`config.mk`:
```
export PLATFORM = sky130hd
export DESIGN_NAME = uart_reg_bank
export DESIGN_NICKNAME = d
export VERILOG_FILES = /design/src/rtl/uart_reg_bank.sv
export SDC_FILE = /design/constraint.sdc
export NUM_CORES = 1
export LEC_CHECK = 0
export CAP_MARGIN = 20
export CORE_AREA = 2 2 177 179
export DETAILED_ROUTE_END_ITERATION = 8
export DIE_AREA = 0 0 179 181
export PLACE_DENSITY = 0.57
export SLEW_MARGIN = 30
export SYNTH_ARGS = -nofsm -noshare
export SYNTH_HDL_FRONTEND = slang
export SYNTH_SLANG_ARGS = --single-unit
```
`constraint.sdc`:
```
create_clock -name clk_i -period 2 [get_ports clk_i]
set_input_delay 0.5 -clock clk_i [delete_from_list [all_inputs] [get_ports clk_i]]
set_output_delay 0.5 -clock clk_i [all_outputs]
set_load 0.01 [all_outputs]
```
`src/rtl/uart_reg_bank.sv`:
```
// -----------------------------------------------------------------------------
// uart_reg_bank
//
// Parametrised UART register file that sits between the CPU bus adapter and
// the UART TX/RX/baud logic. It holds REG_COUNT registers of DATA_WIDTH bits.
// Three flat mask parameters set how each bit responds to the CPU:
//   RW_MASKS  - bit is CPU writable
//   RC_MASKS  - bit clears when the CPU reads its register
//   W1C_MASKS - bit clears when the CPU writes 1 to it (RW takes precedence)
// Register r occupies slice [r*DATA_WIDTH +: DATA_WIDTH] of every flat vector.
//
// Per-bit update priority, highest first:
//   reset > peripheral set > peripheral load (non-RW bits) > CPU write/clear
// A peripheral set that collides with a CPU clear therefore leaves the bit at
// 1, so no hardware event is lost.
//
// CPU bus handshake: a request is accepted on every cycle with cpu_req_i=1.
// There is no back-pressure. cpu_ack_o pulses exactly one cycle after
// acceptance. cpu_rdata_o then carries the register value sampled in the
// acceptance cycle, before that cycle's updates. It is 0 for writes, for
// out-of-range reads and when idle.
//
// Ports:
//   clk_i           clock
//   rst_i           synchronous active-high reset
//   cpu_req_i       bus request, one transfer per cycle
//   cpu_we_i        1 = write, 0 = read
//   cpu_addr_i      register index (ADDR_WIDTH bits)
//   cpu_wdata_i     write data
//   cpu_ack_o       transfer complete, one cycle after the request
//   cpu_rdata_o     read data, valid while cpu_ack_o=1
//   periph_data_i   peripheral load data (flat, per register)
//   wr_en_periph_i  per-register peripheral load strobe
//   set_periph_i    sticky bit-set pulses (flat, per register)
//   data_o          live register contents (flat, straight from flops)
//   irq_o           level interrupt, registered
//   cpu_err_o       bus error flag alongside cpu_ack_o
//                   (present only when UART_REG_BUS_ERR_EN is defined)
//
// Optional feature macro: UART_REG_BUS_ERR_EN
//   When defined, cpu_err_o flags out-of-range accesses and writes to
//   registers that have no CPU-writable or W1C bits. Register behaviour
//   does not change: such writes are still ignored.
// -----------------------------------------------------------------------------
module uart_reg_bank #(
    parameter int ADDR_WIDTH = 3,
    parameter int DATA_WIDTH = 32,
    parameter int REG_COUNT  = 4,
    parameter logic [REG_COUNT*DATA_WIDTH-1:0] RW_MASKS =
        {32'h0, 32'hFF, 32'h037D037F, 32'h0},
    parameter logic [REG_COUNT*DATA_WIDTH-1:0] RC_MASKS =
        {32'h0, 32'h0, 32'h0, 32'h00010001},
    parameter logic [REG_COUNT*DATA_WIDTH-1:0] W1C_MASKS =
        {REG_COUNT*DATA_WIDTH{1'b0}},
    parameter logic [REG_COUNT*DATA_WIDTH-1:0] RESET_VALUES =
        {REG_COUNT*DATA_WIDTH{1'b0}},
    parameter int IRQ_STAT_IDX = 0,
    parameter int IRQ_EN_IDX   = 1
) (
    input  logic                            clk_i,
    input  logic                            rst_i,
    input  logic                            cpu_req_i,
    input  logic                            cpu_we_i,
    input  logic [ADDR_WIDTH-1:0]           cpu_addr_i,
    input  logic [DATA_WIDTH-1:0]           cpu_wdata_i,
    output logic                            cpu_ack_o,
    output logic [DATA_WIDTH-1:0]           cpu_rdata_o,
    input  logic [REG_COUNT*DATA_WIDTH-1:0] periph_data_i,
    input  logic [REG_COUNT-1:0]            wr_en_periph_i,
    input  logic [REG_COUNT*DATA_WIDTH-1:0] set_periph_i,
    output logic [REG_COUNT*DATA_WIDTH-1:0] data_o,
    output logic                            irq_o
`ifdef UART_REG_BUS_ERR_EN
    ,
    output logic                            cpu_err_o
`endif
);

    // -------------------------------------------------------------------------
    // Per-register views of the flat mask parameters (constants).
    // -------------------------------------------------------------------------
    logic [DATA_WIDTH-1:0] rw_mask   [REG_COUNT];
    logic [DATA_WIDTH-1:0] rc_mask   [REG_COUNT];
    logic [DATA_WIDTH-1:0] w1c_mask  [REG_COUNT];
    logic [DATA_WIDTH-1:0] rst_value [REG_COUNT];

    for (genvar g = 0; g < REG_COUNT; g++) begin : g_masks
        assign rw_mask[g]   = RW_MASKS[g*DATA_WIDTH +: DATA_WIDTH];
        assign rc_mask[g]   = RC_MASKS[g*DATA_WIDTH +: DATA_WIDTH];
        assign w1c_mask[g]  = W1C_MASKS[g*DATA_WIDTH +: DATA_WIDTH];
        assign rst_value[g] = RESET_VALUES[g*DATA_WIDTH +: DATA_WIDTH];
    end

    // -------------------------------------------------------------------------
    // State
    // -------------------------------------------------------------------------
    logic [DATA_WIDTH-1:0] reg_q   [REG_COUNT];
    logic [DATA_WIDTH-1:0] reg_d   [REG_COUNT];
    logic                  ack_q;
    logic                  ack_d;
    logic [DATA_WIDTH-1:0] rdata_q;
    logic [DATA_WIDTH-1:0] rdata_d;
    logic                  irq_q;
    logic                  irq_d;

    // -------------------------------------------------------------------------
    // Address decode. The decode compares against each implemented index
    // instead of indexing the register array with the raw address, so an
    // out-of-range address simply matches nothing.
    // -------------------------------------------------------------------------
    logic [REG_COUNT-1:0] addr_hit;
    logic                 in_range;
    logic                 cpu_wr;
    logic                 cpu_rd;

    always_comb begin
        addr_hit = '0;
        for (int r = 0; r < REG_COUNT; r++) begin
            addr_hit[r] = (cpu_addr_i == ADDR_WIDTH'(r));
        end
        in_range = |addr_hit;
        cpu_wr   = cpu_req_i &  cpu_we_i;
        cpu_rd   = cpu_req_i & ~cpu_we_i;
    end

    // -------------------------------------------------------------------------
    // Register next-state. The updates are applied from lowest to highest
    // priority, so each later step overrides the earlier ones on the bits it
    // touches.
    // -------------------------------------------------------------------------
    always_comb begin
        for (int r = 0; r < REG_COUNT; r++) begin
            reg_d[r] = reg_q[r];

            // CPU write: RW bits take the write data. W1C bits that are not
            // also RW clear where the write data is 1.
            if (cpu_wr && addr_hit[r]) begin
                reg_d[r] = (reg_d[r] & ~rw_mask[r]) | (cpu_wdata_i & rw_mask[r]);
                reg_d[r] = reg_d[r] & ~(cpu_wdata_i & w1c_mask[r] & ~rw_mask[r]);
            end

            // CPU read: read-clear bits drop at the end of the acceptance cycle.
            if (cpu_rd && addr_hit[r]) begin
                reg_d[r] = reg_d[r] & ~rc_mask[r];
            end

            // Peripheral load only reaches bits the CPU cannot write.
            if (wr_en_periph_i[r]) begin
                reg_d[r] = (reg_d[r] & rw_mask[r])
                         | (periph_data_i[r*DATA_WIDTH +: DATA_WIDTH] & ~rw_mask[r]);
            end

            // A sticky set wins over everything except reset.
            reg_d[r] = reg_d[r] | set_periph_i[r*DATA_WIDTH +: DATA_WIDTH];
        end
    end

    // -------------------------------------------------------------------------
    // Bus response and interrupt next-state
    // -------------------------------------------------------------------------
    always_comb begin
        ack_d   = cpu_req_i;
        rdata_d = '0;
        for (int r = 0; r < REG_COUNT; r++) begin
            if (cpu_rd && addr_hit[r]) begin
                rdata_d = reg_q[r];
            end
        end
        // The interrupt is computed from the registered (already updated)
        // contents, so it follows a register change by one cycle.
        irq_d = |(reg_q[IRQ_STAT_IDX] & reg_q[IRQ_EN_IDX]);
    end

    always_ff @(posedge clk_i) begin
        if (rst_i) begin
            for (int r = 0; r < REG_COUNT; r++) begin
                reg_q[r] <= rst_value[r];
            end
            ack_q   <= 1'b0;
            rdata_q <= '0;
            irq_q   <= 1'b0;
        end else begin
            for (int r = 0; r < REG_COUNT; r++) begin
                reg_q[r] <= reg_d[r];
            end
            ack_q   <= ack_d;
            rdata_q <= rdata_d;
            irq_q   <= irq_d;
        end
    end

`ifdef UART_REG_BUS_ERR_EN
    // -------------------------------------------------------------------------
    // Bus error: out-of-range address, or a write to a register that has no
    // CPU-modifiable bit at all. The flag travels with the acknowledge.
    // -------------------------------------------------------------------------
    logic err_d;
    logic err_q;

    always_comb begin
        err_d = 1'b0;
        if (cpu_req_i && !in_range) begin
            err_d = 1'b1;
        end
        for (int r = 0; r < REG_COUNT; r++) begin
            if (cpu_wr && addr_hit[r] && ((rw_mask[r] | w1c_mask[r]) == '0)) begin
                err_d = 1'b1;
            end
        end
    end

    always_ff @(posedge clk_i) begin
        if (rst_i) begin
            err_q <= 1'b0;
        end else begin
            err_q <= err_d;
        end
    end

    assign cpu_err_o = err_q;
`else
    // in_range feeds only the error logic; it is folded here so the default
    // build leaves no dangling signal.
    logic unused_in_range;
    assign unused_in_range = in_range;
`endif

    // -------------------------------------------------------------------------
    // Outputs come straight from flops.
    // -------------------------------------------------------------------------
    for (genvar g = 0; g < REG_COUNT; g++) begin : g_data_out
        assign data_o[g*DATA_WIDTH +: DATA_WIDTH] = reg_q[g];
    end

    assign cpu_ack_o   = ack_q;
    assign cpu_rdata_o = rdata_q;
    assign irq_o       = irq_q;

endmodule

```
## Word-level counts from Yosys, hierarchy flattened

Memories as Yosys holds them, arrays and structs flattened.
Cells that the tools add are included.

| storage, ports and cells | value |
|---|---|
| register bits after elaboration | 34 |
| RAM bits | 128 |
| output and inout bits | 162 |
| memories | 1 |

| cells by class | value |
|---|---|
| eq/ne operators | 3 |
| multiplexer cells | 18 |
| bitwise gates (word level) | 16 |
| reduce and logical (&&, ||, !) cells | 8 |

Memory list:

| memory | depth | bits a word | rd ports | clocked after memory_dff | wr ports | RTL line | source |
|---|---|---|---|---|---|---|---|
| reg_q | 4 | 32 | 4 | 0 | 4 | 97 | `logic [DATA_WIDTH-1:0] reg_q [REG_COUNT];` |

Operator list:

| operator | number |
|---|---|
| 2-to-1 mux 32 bit | 14 |
| bitwise OR 32 bit | 4 |
| AND 32 bit | 1 |
| bitwise OR 26 x 32 -> 32 bit | 1 |
| bitwise OR 32 x 26 -> 32 bit | 1 |
| bitwise OR 32 x 8 -> 32 bit | 1 |
| bitwise OR 8 x 32 -> 32 bit | 1 |
| OR reduction 32 bit | 1 |
| 2-to-1 mux 17 bit | 1 |
| equality test 3 x 2 -> 1 bit, second input constant | 2 |
| logical AND 1 bit | 6 |
| bitwise OR 1 bit | 4 |
| equality test 3 x 1 -> 1 bit, second input constant | 1 |
| logical NOT 3 bit | 1 |
| 2-to-1 mux 1 bit | 3 |
| AND 1 bit | 2 |
| inverter 1 bit | 1 |

## Logic depth before layout (Yosys ltp)

Gate-level depths: netlist of run 1.

| logic depth | value |
|---|---|
| depth after elaboration | 7 |
| gate-level depth with buffers | 5 |
| mapped depth without buffers | 3 |

## Worst setup path after synthesis of run 1

OpenSTA, ideal clock, no wires.

| path | value |
|---|---|
| path kind | input -> register |
| start point | in cpu_addr_i[2] |
| end point | mem reg_q[1][18] |
| library setup time | 0.132 ns |
| arrival | 1.393 ns |
| required time | 1.868 ns |
| setup slack | 0.475 ns |
| stages | 5 |
| buffers on the path | 2 |
| cells stage by stage | or3b_1 clkbuf_1 clkbuf_2 o21ai_0 a31oi_1 |

RTL lines:

| item | RTL line | source |
|---|---|---|
| start, declared | 64 | `input logic [ADDR_WIDTH-1:0] cpu_addr_i,` |
| end, declared | 97 |  |

==> impl_metrics.csv, run 1 <==
group,metric,value,unit
worst_setup_path,cp_slowest_stage_delay,0.60,ns
place,dp_hpwl,29.4,mm
die,dieArea,32400,µm²
synth,syn-num-nets,1143,
global_route,grt_max_degree,65,
route,ant_nets,0,
synth,muxShareOfSynthArea,0,%
timing,fin_worst_skew,0.0137,ns
synth,synth-async-reset-ratio,0,%
timing,min_period_over_period,97.0,%
worst_setup_path,cp_max_fo,4,
worst_setup_path,crit_path_start_kind,"flip-flop",
clock_network,post_cts_buffers,0,
die,die_h,181,µm
place,gp_congestion,0.787,
timing,holdWs,0.468,ns
die,initial_core_util,23.4,%
finish,regArea,3260,µm²
timing,setup-violations-final,0,
synth,synthSimpleGateAreaFrac,24.7,%
worst_setup_path,r2r_end,"irq_o",
synth,syn_inst,844,
hold_path,min_from,"rst_i",
hold_path,hold_end,"reg_q[3][14]",
route,vias_per_cell,4.84,
place,io_buffer_count,421,
clock_network,cts.sinks,162,
hold_path,hp-class,"input pin to flip-flop",
clock_network,clk_path_buf_depth,2,
die,core_area,30300,µm²
synth,yosysUniqueCellTypes,31,
global_route,antenna_found_initial,3,
route,detail_route.first_pass.iterations,6,
synth,synth-xor-area-share,0,%
status,run_status,"finished clean",
place,placed_cell_area,12200,µm²
synth,synth_edf_count,0,
finish,drive_above_1_share,10.7,%
route,num_vias,8208,
route,post_drt_wl_per_cell,21.8,µm
worst_setup_path,path_class,"flip-flop to output pin",
synth,syn_area,7110,µm²
power,p_leak,4.69,nW
global_route,track_usage,22.4,%
power,vdd_drop_max,0.535,mV
worst_setup_path,r2r_slack,0.55,ns
worst_setup_path,end_kind,"output pin",
timing,slew_violations,0,
timing,period_minus_slack,1.94,ns
synth,synthAdderAreaFrac,0,%
global_route,overflow,0,
clock_network,worstSkewPairLatency,0.43,ns
clock_network,cts_hold_buf,0,
worst_setup_path,r2r-start,"reg_q[0][17]",
route,drt_wl_total,37.0,mm
worst_setup_path,cp_cell_sequence,"clkdlybuf4s50_1",
route,drc,0,
worst_setup_path,cp_top_family,"buffers and inverters",
timing,rsz0062_at_grt,"no",
synth,ys.flop_type,"dfxtp_1",
worst_setup_path,arrival,1.44,ns
finish,fillCellCount,3068,
route,wl_met1,15.4,mm
clock_network,cts-htree-levels,4,
clock_network,numCtsBuffers,17,
timing,fmax,0.515,GHz
finish,final_area,12800,µm²
clock_network,root_buffer,"clkbuf_16",
worst_setup_path,path_buf_inv,1,
worst_setup_path,cp_slowest_cell,"clkdlybuf4s50_1",
clock_network,clkTransAtPathRegs,0.07,ns
worst_setup_path,reg2regPathDepth,3,
route,detail_route.iter0.violations,331,
timing,tightestPinTransition,0.507,ns
global_route,grt_pass1_vias,8142,
route,top_layer_used,"met5",
worst_setup_path,critPathRequiredTime,1.50,ns
power,power,8.89,mW
synth,synth_top_family_by_area,"simple AND/OR/NAND/NOR gates",
synth,synth_warnings,0,
place,post-place-ws,-0.217,ns
die,core.rowCount,64,
die,io_pins,461,
finish,area_growth,80.7,%
synth,synth-compound-area-share,23.2,%
hold_path,min_path_cells,2,
run,drv_cap,0,
global_route,grt_pass1_wl,52.7,mm
finish,nets,1587,
timing,max_slew_margin,66.2,%
finish,multi_input_area,3420,µm²
power,power_per_cell_area,692,nW/µm²
clock_network,tritoncts,"done",
route,met3WireLength,2.78,mm
die,dieWidth,179,µm
timing,final_hold_viol_count,0,
synth,avgSynthCellArea,8.42,µm²
route,met2WireLength,18.1,mm
timing,setup_ws,0.0592,ns
synth,ys_ff_latch,162,
synth,ys_seq_area_share,45.6,%
[layout make-up]
| class | count | share of cell area (%) |
|---|---|---|
| antenna | 1 | 0.0195 |
| clock buffer | 18 | 3.34 |
| clock inverter | 13 | 1.10 |
| inverter | 29 | 0.847 |
| multi-input combinational | 576 | 26.6 |
| sequential | 162 | 25.4 |
| tap | 396 | 3.86 |
| timing repair buffer | 502 | 38.8 |
[repair_timing]
| item | in CTS | in global routing |
|---|---|---|
| resized for setup | 13 | 11 |
| gates cloned | 0 | 0 |
| setup endpoints to repair | 13 | 11 |
[metal layers]
layer	up-vias	track usage, %
li1	3958	-
met1	3865	27.0
met2	349	39.2
met3	34	5.51
met4	2	5.66
met5	-	0
[cell families after synthesis]
logic type	after synthesis
flops	162
buf+inv	106
simple gates	338
compound gates	238
[layout by cell type, fill, tap and decap left out, types with 5 or more instances in the layout]
| master | count |
|---|---|
| clkbuf_16 | 17 |
| clkdlybuf4s50_1 | 408 |
| nand3_1 | 89 |
| a311oi_1 | 32 |
| dlymetal6s2s_1 | 6 |
| buf_4 | 67 |
| nor2b_1 | 102 |
| a22oi_1 | 16 |
| nor3_1 | 32 |
| a31oi_1 | 25 |
| a211oi_1 | 101 |
| buf_12 | 14 |
| inv_6 | 5 |
| inv_1 | 28 |
| nor2_1 | 101 |
| o21ai_0 | 57 |
| dfxtp_1 | 146 |
| dfxtp_2 | 16 |
[per-stage QoR]
stage	util, %	TNS (ns)	instances
finish	42.3	0	1697
floorplan	-	0	844
detailed placement	40.3	-7.19	1665
global placement	40.3	-5.78	1665
CTS	42.3	0	1696
global route	42.3	0	1696
[sequential cells by signal (all words and copies together), names as in the netlist]
name         count
reg_q          128
cpu_rdata_o     32
cpu_ack_o        1
irq_o            1
[worst max path at each step]
stage	from	endpoint	slack [ns]	depth (start not counted)
3_3_place_gp	cpu_addr_i[2]	cpu_rdata_o[20]	-0.17	6
4_1_cts	reg_q[0][19]	data_o[19]	0.0001	1
6_report	reg_q[0][15]	data_o[15]	0.06	1
5_1_grt	reg_q[1][3]	data_o[35]	0.007	1
2_1_floorplan	cpu_addr_i[2]	reg_q[1][18]	0.47	5
3_5_place_dp	cpu_addr_i[2]	cpu_rdata_o[14]	-0.22	6
[where the power goes]
part	leakage [nW]	switching [mW]	internal (mW)
logic	3.06	0.796	1.13
clock network	0.278	1.54	1.76
registers	1.35	0.216	3.44
[cell usage after synthesis, types with 4 or more instances]
master	n	share of area, %
nor2b_1	102	9.0
a211oi_1	101	11
buf_4	4	0.42
a311oi_1	32	3.9
dfxtp_1	162	46
a22oi_1	16	1.7
nand4_1	4	0.35
buf_1	9	0.48
clkbuf_1	41	2.2
nand3_1	89	6.3
a21oi_1	4	0.28
o21ai_0	57	4.0
a31oi_1	25	2.2
nor2_1	101	5.3
inv_1	29	1.5
nor3_1	32	2.3
buf_2	19	1.3
Note: power is estimated with default switching activity, not from simulation.
==> run 2: changes to the inputs <==
--- a/config.mk
+++ b/config.mk
@@ -6,10 +6,12 @@
 export NUM_CORES = 1
 export LEC_CHECK = 0
 export CAP_MARGIN = 20
-export CORE_AREA = 2 2 177 179
+export CELL_PAD_IN_SITES_DETAIL_PLACEMENT = 0
+export CELL_PAD_IN_SITES_GLOBAL_PLACEMENT = 1
+export CORE_AREA = 2 2 181 183
 export DETAILED_ROUTE_END_ITERATION = 8
-export DIE_AREA = 0 0 179 181
-export PLACE_DENSITY = 0.57
+export DIE_AREA = 0 0 183 185
+export PLACE_DENSITY = 0.74
 export SLEW_MARGIN = 30
 export SYNTH_ARGS = -nofsm -noshare
 export SYNTH_HDL_FRONTEND = slang
==> impl_metrics.csv, run 2 (same netlist as run 1, synthesis figures left out) <==
group,metric,value,unit
die,core_area,32000,µm²
die,core.rowCount,66,
timing,fmax,0.510,GHz
timing,setup-violations-final,0,
power,power,9.24,mW
finish,area_growth,81.2,%
power,power_per_cell_area,717,nW/µm²
clock_network,root_buffer,"clkbuf_16",
global_route,antenna_found_initial,2,
finish,fillCellCount,3217,
route,vias_per_cell,4.81,
die,dieArea,33900,µm²
finish,multi_input_area,3420,µm²
route,ant_nets,0,
finish,largest_reg_flops,128,
finish,nets,1580,
timing,holdWs,0.452,ns
route,num_vias,8185,
worst_setup_path,r2r_slack,0.61,ns
worst_setup_path,reg2regPathDepth,4,
finish,largest_register,"reg_q",
clock_network,cts_hold_buf,0,
clock_network,post_cts_buffers,0,
worst_setup_path,cp_top_family,"buffers and inverters",
place,dp_hpwl,29.4,mm
worst_setup_path,cp_slowest_cell,"clkdlybuf4s50_1",
finish,finalNonFillerCells,1701,
global_route,grt_pass1_wl,53.7,mm
clock_network,worstSkewPairLatency,0.44,ns
clock_network,clk_path_buf_depth,2,
timing,final.setup.tns,0,ns
route,detail_route.first_pass.iterations,5,
worst_setup_path,r2r_end,"irq_o",
route,drc,0,
clock_network,numCtsBuffers,17,
die,dieWidth,183,µm
global_route,grt_max_degree,51,
worst_setup_path,r2r-start,"reg_q[0][1]",
status,run_status,"finished clean",
finish,drive_above_1_share,10.3,%
route,drt_wl_total,37.6,mm
route,post_drt_wl_per_cell,22.1,µm
finish,regArea,3270,µm²
die,io_pins,461,
worst_setup_path,arrival,1.46,ns
worst_setup_path,cp_max_fo,4,
hold_path,hold_end,"reg_q[3][16]",
timing,max_slew_margin,61.9,%
clock_network,clkTransAtPathRegs,0.06,ns
hold_path,min_from,"rst_i",
timing,slew_violations,0,
finish,final_util,40.2,%
timing,min_period_over_period,98.1,%
timing,setup_ws,0.0388,ns
worst_setup_path,path_class,"flip-flop to output pin",
die,die_h,185,µm
die,initial_core_util,22.2,%
place,place_inst,1670,
place,gp_congestion,0.831,
timing,final_hold_viol_count,0,
worst_setup_path,path_buf_inv,1,
worst_setup_path,crit_path_start_kind,"flip-flop",
timing,tightestPinTransition,0.569,ns
global_route,track_usage,21.7,%
place,io_buffer_count,421,
finish,antennaDiodeCount,0,
worst_setup_path,end_kind,"output pin",
worst_setup_path,cp_slowest_stage_delay,0.60,ns
clock_network,tritoncts,"done",
power,p_leak,4.62,nW
timing,period_minus_slack,1.96,ns
timing,fin_worst_skew,0.00923,ns
worst_setup_path,critPathRequiredTime,1.50,ns
finish,final_common_cell,"clkdlybuf4s50_1",
finish,layout_common_cells,"clkdlybuf4s50_1 (411), dfxtp_1 (143), nor2b_1 (102), a211oi_1 (101), nor2_1 (101)",
global_route,overflow,0,
place,post-place-ws,-0.291,ns
route,detail_route.iter0.violations,406,
finish,final_area,12900,µm²
timing,rsz0062_at_grt,"no",
global_route,grt_pass1_vias,8017,
worst_setup_path,cp_cell_sequence,"clkdlybuf4s50_1",
place,placed_cell_area,12200,µm²
hold_path,hp-class,"input pin to flip-flop",
run,drv_cap,0,
clock_network,cts.sinks,162,
power,vdd_drop_max,0.613,mV
hold_path,min_path_cells,2,
clock_network,cts-htree-levels,4,
run 2: power breakdown:
| part | switching [mW] | internal (mW) | total (mW) | leakage (nW) |
|---|---|---|---|---|
| Sequential | 0.217 | 3.45 | 3.66 | 1.35 |
| Combinational | 0.800 | 1.13 | 1.93 | 2.97 |
| Clock | 1.40 | 2.24 | 3.64 | 0.299 |
run 2: worst max path at each step:
stage,start,to,cells after the start
6_report,reg_q[1][6],data_o[38],1
5_1_grt,reg_q[1][11],data_o[43],1
4_1_cts,reg_q[0][16],data_o[16],1
3_5_place_dp,cpu_addr_i[2],cpu_rdata_o[27],6
3_3_place_gp,cpu_addr_i[2],cpu_rdata_o[25],6
2_1_floorplan,cpu_addr_i[2],reg_q[1][18],5
run 2: routing by layer:
metal	vias to the layer above	track usage [%]	wire (µm)
met5	-	0	27
met4	4	4.51	411
met3	25	6.23	2720
met2	319	38.1	18500
met1	3899	26.3	15900
li1	3938	-	-
run 2: area by class of cell:
type                            count  share of cell area, %
Clock buffer                       21                   3.50
Clock inverter                     10                   1.42
Inverter                           29                  0.845
Multi-Input combinational cell    576                   26.5
Sequential cell                   162                   25.4
Tap cell                          408                   3.96
Timing Repair Buffer              495                   38.4
run 2: repair_timing:
action,in CTS,in global routing
hold endpoints to repair,0,0
endpoints found under the setup margin,21,3
cloned,0,0
resized for setup,21,3
